--- src/rtl/pipeline_hazard_ctrl.sv ---
// Pipeline hazard controller for a 5-stage in-order core. It tracks the
// instructions held in EX/MEM/WB, detects read-after-write hazards against
// the instruction in DEC, and drives stall, flush and operand forwarding
// selects. Stall and flush events are counted with saturating counters.
module pipeline_hazard_ctrl #(
  parameter int REG_AW = 4,
  parameter int FWD_EN = 1,
  parameter int CNT_W  = 16
) (
  input  logic              clk,
  input  logic              reset_n,
  input  logic              dec_valid,
  input  logic [3:0]        dec_op,
  input  logic [REG_AW-1:0] dec_rs1,
  input  logic [REG_AW-1:0] dec_rs2,
  input  logic [REG_AW-1:0] dec_rd,
  input  logic              ex_br_taken,
  output logic              stall,
  output logic              flush,
  output logic              ex_valid,
  output logic              mem_valid,
  output logic              wb_valid,
  output logic [3:0]        ex_op,
  output logic [3:0]        mem_op,
  output logic [3:0]        wb_op,
  output logic [1:0]        fwd_a,
  output logic [1:0]        fwd_b,
  output logic [CNT_W-1:0]  stall_cnt,
  output logic [CNT_W-1:0]  flush_cnt
);

  localparam logic [3:0] OP_ALUR   = 4'b1100;
  localparam logic [3:0] OP_ALUI   = 4'b0100;
  localparam logic [3:0] OP_LW     = 4'b0111;
  localparam logic [3:0] OP_SW     = 4'b0011;
  localparam logic [3:0] OP_CMPR   = 4'b1101;
  localparam logic [3:0] OP_CMPI   = 4'b0101;
  localparam logic [3:0] OP_BRANCH = 4'b0010;
  localparam logic [3:0] OP_JAL    = 4'b0110;

  localparam logic [1:0] FWD_RF  = 2'b00;
  localparam logic [1:0] FWD_MEM = 2'b01;
  localparam logic [1:0] FWD_WB  = 2'b10;

  typedef enum logic {
    ST_RUN   = 1'b0,
    ST_STALL = 1'b1
  } state_t;

  // Opcode writes a destination register.
  function automatic logic op_writes(input logic [3:0] op);
    return (op == OP_ALUR) || (op == OP_ALUI) || (op == OP_LW) ||
           (op == OP_CMPR) || (op == OP_CMPI) || (op == OP_JAL);
  endfunction

  // Every defined opcode reads rs1; undefined opcodes read nothing.
  function automatic logic op_uses_rs1(input logic [3:0] op);
    return op_writes(op) || (op == OP_SW) || (op == OP_BRANCH);
  endfunction

  function automatic logic op_uses_rs2(input logic [3:0] op);
    return (op == OP_ALUR) || (op == OP_CMPR) || (op == OP_SW) || (op == OP_BRANCH);
  endfunction

  // Stage tracking registers
  logic              ex_valid_q, ex_valid_d, mem_valid_q, wb_valid_q;
  logic [3:0]        ex_op_q, ex_op_d, mem_op_q, wb_op_q;
  logic [REG_AW-1:0] ex_rd_q, ex_rd_d, mem_rd_q, wb_rd_q;
  logic              ex_wr_q, ex_wr_d, mem_wr_q, wb_wr_q;
  logic [1:0]        fwd_a_q, fwd_a_d, fwd_b_q, fwd_b_d;
  logic [CNT_W-1:0]  stall_cnt_q, stall_cnt_d, flush_cnt_q, flush_cnt_d;
  state_t            state_q, state_d;

  logic use1, use2;
  logic ex_m1, ex_m2, mem_m1, mem_m2, wb_m1, wb_m2;
  logic ex_is_lw, hazard, flush_c, stall_c, bubble;

  // Source-use decode and per-stage producer matches against DEC sources.
  always_comb begin
    use1   = op_uses_rs1(dec_op);
    use2   = op_uses_rs2(dec_op);
    ex_m1  = ex_valid_q  & ex_wr_q  & (ex_rd_q  == dec_rs1) & use1;
    ex_m2  = ex_valid_q  & ex_wr_q  & (ex_rd_q  == dec_rs2) & use2;
    mem_m1 = mem_valid_q & mem_wr_q & (mem_rd_q == dec_rs1) & use1;
    mem_m2 = mem_valid_q & mem_wr_q & (mem_rd_q == dec_rs2) & use2;
    wb_m1  = wb_valid_q  & wb_wr_q  & (wb_rd_q  == dec_rs1) & use1;
    wb_m2  = wb_valid_q  & wb_wr_q  & (wb_rd_q  == dec_rs2) & use2;
  end

  // Hazard detection; a taken branch/JAL in EX overrides any stall.
  always_comb begin
    ex_is_lw = (ex_op_q == OP_LW);
    if (FWD_EN != 0) begin
      // Only a load in EX cannot be forwarded in time.
      hazard = dec_valid & ex_is_lw & (ex_m1 | ex_m2);
    end else begin
      hazard = dec_valid & (ex_m1 | ex_m2 | mem_m1 | mem_m2 | wb_m1 | wb_m2);
    end
    flush_c = ex_valid_q & ex_br_taken & ((ex_op_q == OP_BRANCH) | (ex_op_q == OP_JAL));
    stall_c = hazard & ~flush_c;
    bubble  = flush_c | stall_c;
  end

  // Next EX contents and forwarding selects for the instruction entering EX.
  always_comb begin
    ex_valid_d = 1'b0;
    ex_op_d    = 4'b0000;
    ex_rd_d    = '0;
    ex_wr_d    = 1'b0;
    fwd_a_d    = FWD_RF;
    fwd_b_d    = FWD_RF;
    if (!bubble && dec_valid) begin
      ex_valid_d = 1'b1;
      ex_op_d    = dec_op;
      ex_rd_d    = dec_rd;
      ex_wr_d    = op_writes(dec_op);
      if (FWD_EN != 0) begin
        // A non-load producer in EX will be in MEM next cycle; older ones in WB.
        if (ex_m1 && !ex_is_lw) fwd_a_d = FWD_MEM;
        else if (mem_m1)        fwd_a_d = FWD_WB;
        if (ex_m2 && !ex_is_lw) fwd_b_d = FWD_MEM;
        else if (mem_m2)        fwd_b_d = FWD_WB;
      end
    end
  end

  // Interlock FSM next state; a flush always returns to RUN.
  always_comb begin
    state_d = state_q;
    case (state_q)
      ST_RUN:   if (stall_c)  state_d = ST_STALL;
      ST_STALL: if (!stall_c) state_d = ST_RUN;
      default:  state_d = ST_RUN;
    endcase
    if (flush_c) state_d = ST_RUN;
  end

  // Saturating event counters.
  always_comb begin
    stall_cnt_d = stall_cnt_q;
    flush_cnt_d = flush_cnt_q;
    if (stall_c && (stall_cnt_q != {CNT_W{1'b1}})) stall_cnt_d = stall_cnt_q + CNT_W'(1);
    if (flush_c && (flush_cnt_q != {CNT_W{1'b1}})) flush_cnt_d = flush_cnt_q + CNT_W'(1);
  end

  // Pipeline tracking, forwarding, FSM and counter registers.
  always_ff @(posedge clk or negedge reset_n) begin
    if (!reset_n) begin
      ex_valid_q  <= 1'b0;
      ex_op_q     <= 4'b0000;
      ex_rd_q     <= '0;
      ex_wr_q     <= 1'b0;
      mem_valid_q <= 1'b0;
      mem_op_q    <= 4'b0000;
      mem_rd_q    <= '0;
      mem_wr_q    <= 1'b0;
      wb_valid_q  <= 1'b0;
      wb_op_q     <= 4'b0000;
      wb_rd_q     <= '0;
      wb_wr_q     <= 1'b0;
      fwd_a_q     <= FWD_RF;
      fwd_b_q     <= FWD_RF;
      stall_cnt_q <= '0;
      flush_cnt_q <= '0;
      state_q     <= ST_RUN;
    end else begin
      wb_valid_q  <= mem_valid_q;
      wb_op_q     <= mem_op_q;
      wb_rd_q     <= mem_rd_q;
      wb_wr_q     <= mem_wr_q;
      mem_valid_q <= ex_valid_q;
      mem_op_q    <= ex_op_q;
      mem_rd_q    <= ex_rd_q;
      mem_wr_q    <= ex_wr_q;
      ex_valid_q  <= ex_valid_d;
      ex_op_q     <= ex_op_d;
      ex_rd_q     <= ex_rd_d;
      ex_wr_q     <= ex_wr_d;
      fwd_a_q     <= fwd_a_d;
      fwd_b_q     <= fwd_b_d;
      stall_cnt_q <= stall_cnt_d;
      flush_cnt_q <= flush_cnt_d;
      state_q     <= state_d;
    end
  end

  assign stall     = stall_c;
  assign flush     = flush_c;
  assign ex_valid  = ex_valid_q;
  assign mem_valid = mem_valid_q;
  assign wb_valid  = wb_valid_q;
  assign ex_op     = ex_op_q;
  assign mem_op    = mem_op_q;
  assign wb_op     = wb_op_q;
  assign fwd_a     = fwd_a_q;
  assign fwd_b     = fwd_b_q;
  assign stall_cnt = stall_cnt_q;
  assign flush_cnt = flush_cnt_q;

endmodule

--- config.mk ---
export PLATFORM = sky130hd
export DESIGN_NAME = pipeline_hazard_ctrl
export DESIGN_NICKNAME = d
export VERILOG_FILES = /design/src/rtl/pipeline_hazard_ctrl.sv
export SDC_FILE = /design/constraint.sdc
export NUM_CORES = 1
export LEC_CHECK = 0
export CAP_MARGIN = 25
export CORE_MARGIN = 10
export CORE_UTILIZATION = 53
export CTS_BUF_LIST = sky130_fd_sc_hd__clkbuf_8
export DETAILED_ROUTE_END_ITERATION = 12
export HOLD_SLACK_MARGIN = 0.12
export PLACE_DENSITY = 0.87
export SLEW_MARGIN = 20
export SYNTH_ARGS = -nofsm -noshare
export SYNTH_HDL_FRONTEND = slang
export SYNTH_SLANG_ARGS = --single-unit
--- constraint.sdc ---
create_clock -name clk -period 3.6 [get_ports clk]
set_clock_uncertainty 0.05 [all_clocks]
set_input_delay 0.72 -clock clk [delete_from_list [all_inputs] [get_ports clk]]
set_output_delay 0.72 -clock clk [all_outputs]
set_load 0.03 [all_outputs]
==> flow_summary.yaml <==
synth:
  yosys-top-cells-area: "dfrtp_1, xnor2_1, xor2_1"
  synth_area_sq_um: 2610
  ys_types: 36
  synth.yosys.seq_area_share_pct: 58.5
  async_flop_share_pct: 100
  synthCells: 212
  synth_seq_cells: 61
  synth_edf_count: 0
  avgSynthCellArea_sq_um: 12.3
  synth_nets: 234
  ys.warnings.count: 0
  synth_flop_cell: "dfrtp_1"
  yosysTopAreaCell: "dfrtp_1"
  synth_top_cell_area_share_pct: 58.5
power_and_ir_drop:
  ir_worst_vdd_uv: 378
  power_density_nw_per_um2: 444
  p_leak_nw: 1.61
routing:
  wl_per_cell_microns: 16.7
  drt_first_iter_violations: 80
  first_pass_iters: 4
  avgViaCountPerCell: 5.24
  drc: 0
  drt_wl_total_microns: 6150
  via_count: 1928
  ant_nets: 0
worst_setup_path:
  critPathLaunch: "dec_rs2[1]"
  r2r_start: "ex_rd_q[1]$_DFF_PN0_"
  endpoint_kind: "output pin"
  cp-start-kind: "input port"
  cp_data_arrival_time_ns: 2.46
  worst-setup-path-type: "in -> out"
  cp_max_fo: 6
  crit_required_ns: 2.83
  r2r_slack_ns: 1.41
outcome:
  status: "finished, final reports clean"
clocking:
  insertion_delay_ns: 0.34
  path_clk_slew_ns: 0.07
  ctsLongestPathBuffers: 2
  cts_buffers: 9
  postCtsSetupRepairBufs: 0
  cts-root-buf: "clkbuf_8"
  clock-sinks: 61
  cts_tree: "done"
  ctsHoldBuffers: 0
  ctsResizeCount: 0
  htree_levels: 3
timing:
  post-route-min-period_ns: 3.23
  slew_headroom_pct: 62.1
  tightest_slew_ns: 0.569
  fin_tns_setup_ns: 0
  fin_ws_ns: 0.367
  hold_violations: 0
  post-route-period-util_pct: 89.8
  holdWs_ns: 0.319
  rsz0062_at_grt: "no"
  max_freq_ghz: 0.309
  maxSlewViolCount: 0
  finalSetupViolCount: 0
die:
  die_w_microns: 90.2
  core_area_sq_um: 4750
  dieHeight_microns: 90.2
  num_rows: 25
  die_area_sq_um: 8130
  start_util_pct: 54.9
  ioPinCount: 73
placed_design:
  dp_worst_setup_slack_ns: 0.412
  place_area_sq_um: 3430
  place_congestion: 0.854
  placed_cells: 352
  dp_hpwl_microns: 4730
  port_buffers: 72
global_route:
  grt.overflow.total: 0
  grt_max_degree: 28
  antenna_found_initial: 0
  first_global_vias: 2072
  grt_util_all_layers_pct: 15.6
  grt_pass1_wl_microns: 10200
final_layout:
  drive_gt1_share_pct: 8.97
  n_antenna_cell: 0
  fin_nets: 318
  final_common_cell: "clkdlybuf4s50_1"
  area_delta_synth_final_pct: 40.0
  nFillCells: 307
  final_cell_count_no_fill: 368
  final_cell_mix: "clkdlybuf4s50_1, dfrtp_1, xnor2_1, xor2_1, nand2_1"
  fin_area_sq_um: 3650
worst_hold_path:
  hold_class: "in -> async"
job:
  drv_cap: 0
critical path, stage by stage:
cell             delay [ns]
clkdlybuf4s50_1        0.45
xor2_1                 0.16
nor3_1                 0.32
nand3_2                0.25
a21oi_2                0.34
buf_4                  0.22
logic make-up after synthesis:
family | count (synthesis) | share of synthesized area (%)
buffers and inverters | 5 | 0.719
AND/OR/NAND/NOR | 84 | 19.5
adder cells (fa/ha/maj) | 2 | 0.959
AO/OA/AOI/OAI | 14 | 4.75
flip-flops | 61 | 58.5
multiplexers | 2 | 0.863
XOR/XNOR | 44 | 14.8
area by class of cell:
cell class	count	area (sq um)	area share [%]
Tap cell	67	83.8	2.29
Timing Repair Buffer	74	741	20.3
Inverter	4	15.0	0.411
Sequential cell	61	1530	41.8
Clock inverter	6	86.3	2.36
Clock buffer	10	138	3.77
Multi-Input combinational cell	146	1060	29.1
registers in the layout (all words and copies together) (netlist names):
register / cells
ex_op: 4
ex_rd_q: 4
ex_valid: 1
ex_wr_q: 1
flush_cnt: 16
fwd_a: 2
fwd_b: 2
mem_op: 4
mem_rd_q: 4
mem_valid: 1
mem_wr_q: 1
stall_cnt: 16
wb_op: 4
wb_valid: 1
power breakdown:
| group | switching, mW | internal, mW |
|---|---|---|
| clock network | 0.265 | 0.407 |
| logic | 0.110 | 0.0916 |
| registers | 0.0345 | 0.717 |
| total | 0.409 | 1.22 |
synth_stat cells (2+ instances only):
| library cell | count |
|---|---|
| and2_1 | 10 |
| a31oi_1 | 2 |
| and4_1 | 6 |
| nand3_1 | 10 |
| inv_1 | 4 |
| nand2_1 | 15 |
| xor2_1 | 18 |
| nand4b_1 | 2 |
| a41oi_1 | 2 |
| dfrtp_1 | 61 |
| nand4_1 | 12 |
| and3_1 | 9 |
| xnor2_1 | 26 |
| nor2_1 | 8 |
| ha_1 | 2 |
| nor3_1 | 4 |
| a21o_1 | 2 |
metrics by stage:
stage	power, mW	utilization (%)
after floorplan	0.857	-
after global placement	0.960	71.7
after detailed placement	0.968	72.2
after CTS	1.64	76.9
after global routing	1.68	76.9
final	1.62	76.9
routing by layer:
layer | routed length (microns) | up-vias | global-route usage (%)
met5 | 0 | - | 0
met4 | 106 | 0 | 6.37
met3 | 469 | 14 | 8.56
met2 | 3060 | 53 | 25.7
met1 | 2510 | 940 | 16.2
li1 | - | 921 | -
final timing paths:
| check | cells after the start | end |
|---|---|---|
| setup / recovery | 6 | stall |
| hold / removal | 1 | mem_op[3]$_DFF_PN0_ |
| setup reg to reg | 5 | stall_cnt[1]$_DFFE_PN0P_ |
| hold reg to reg | 0 | wb_op[1]$_DFF_PN0_ |
| max in group asynchronous | 3 | stall_cnt[6]$_DFFE_PN0P_ |
| min in group clk | 0 | wb_op[1]$_DFF_PN0_ |
No activity file was read; power rests on OpenSTA's default activity.
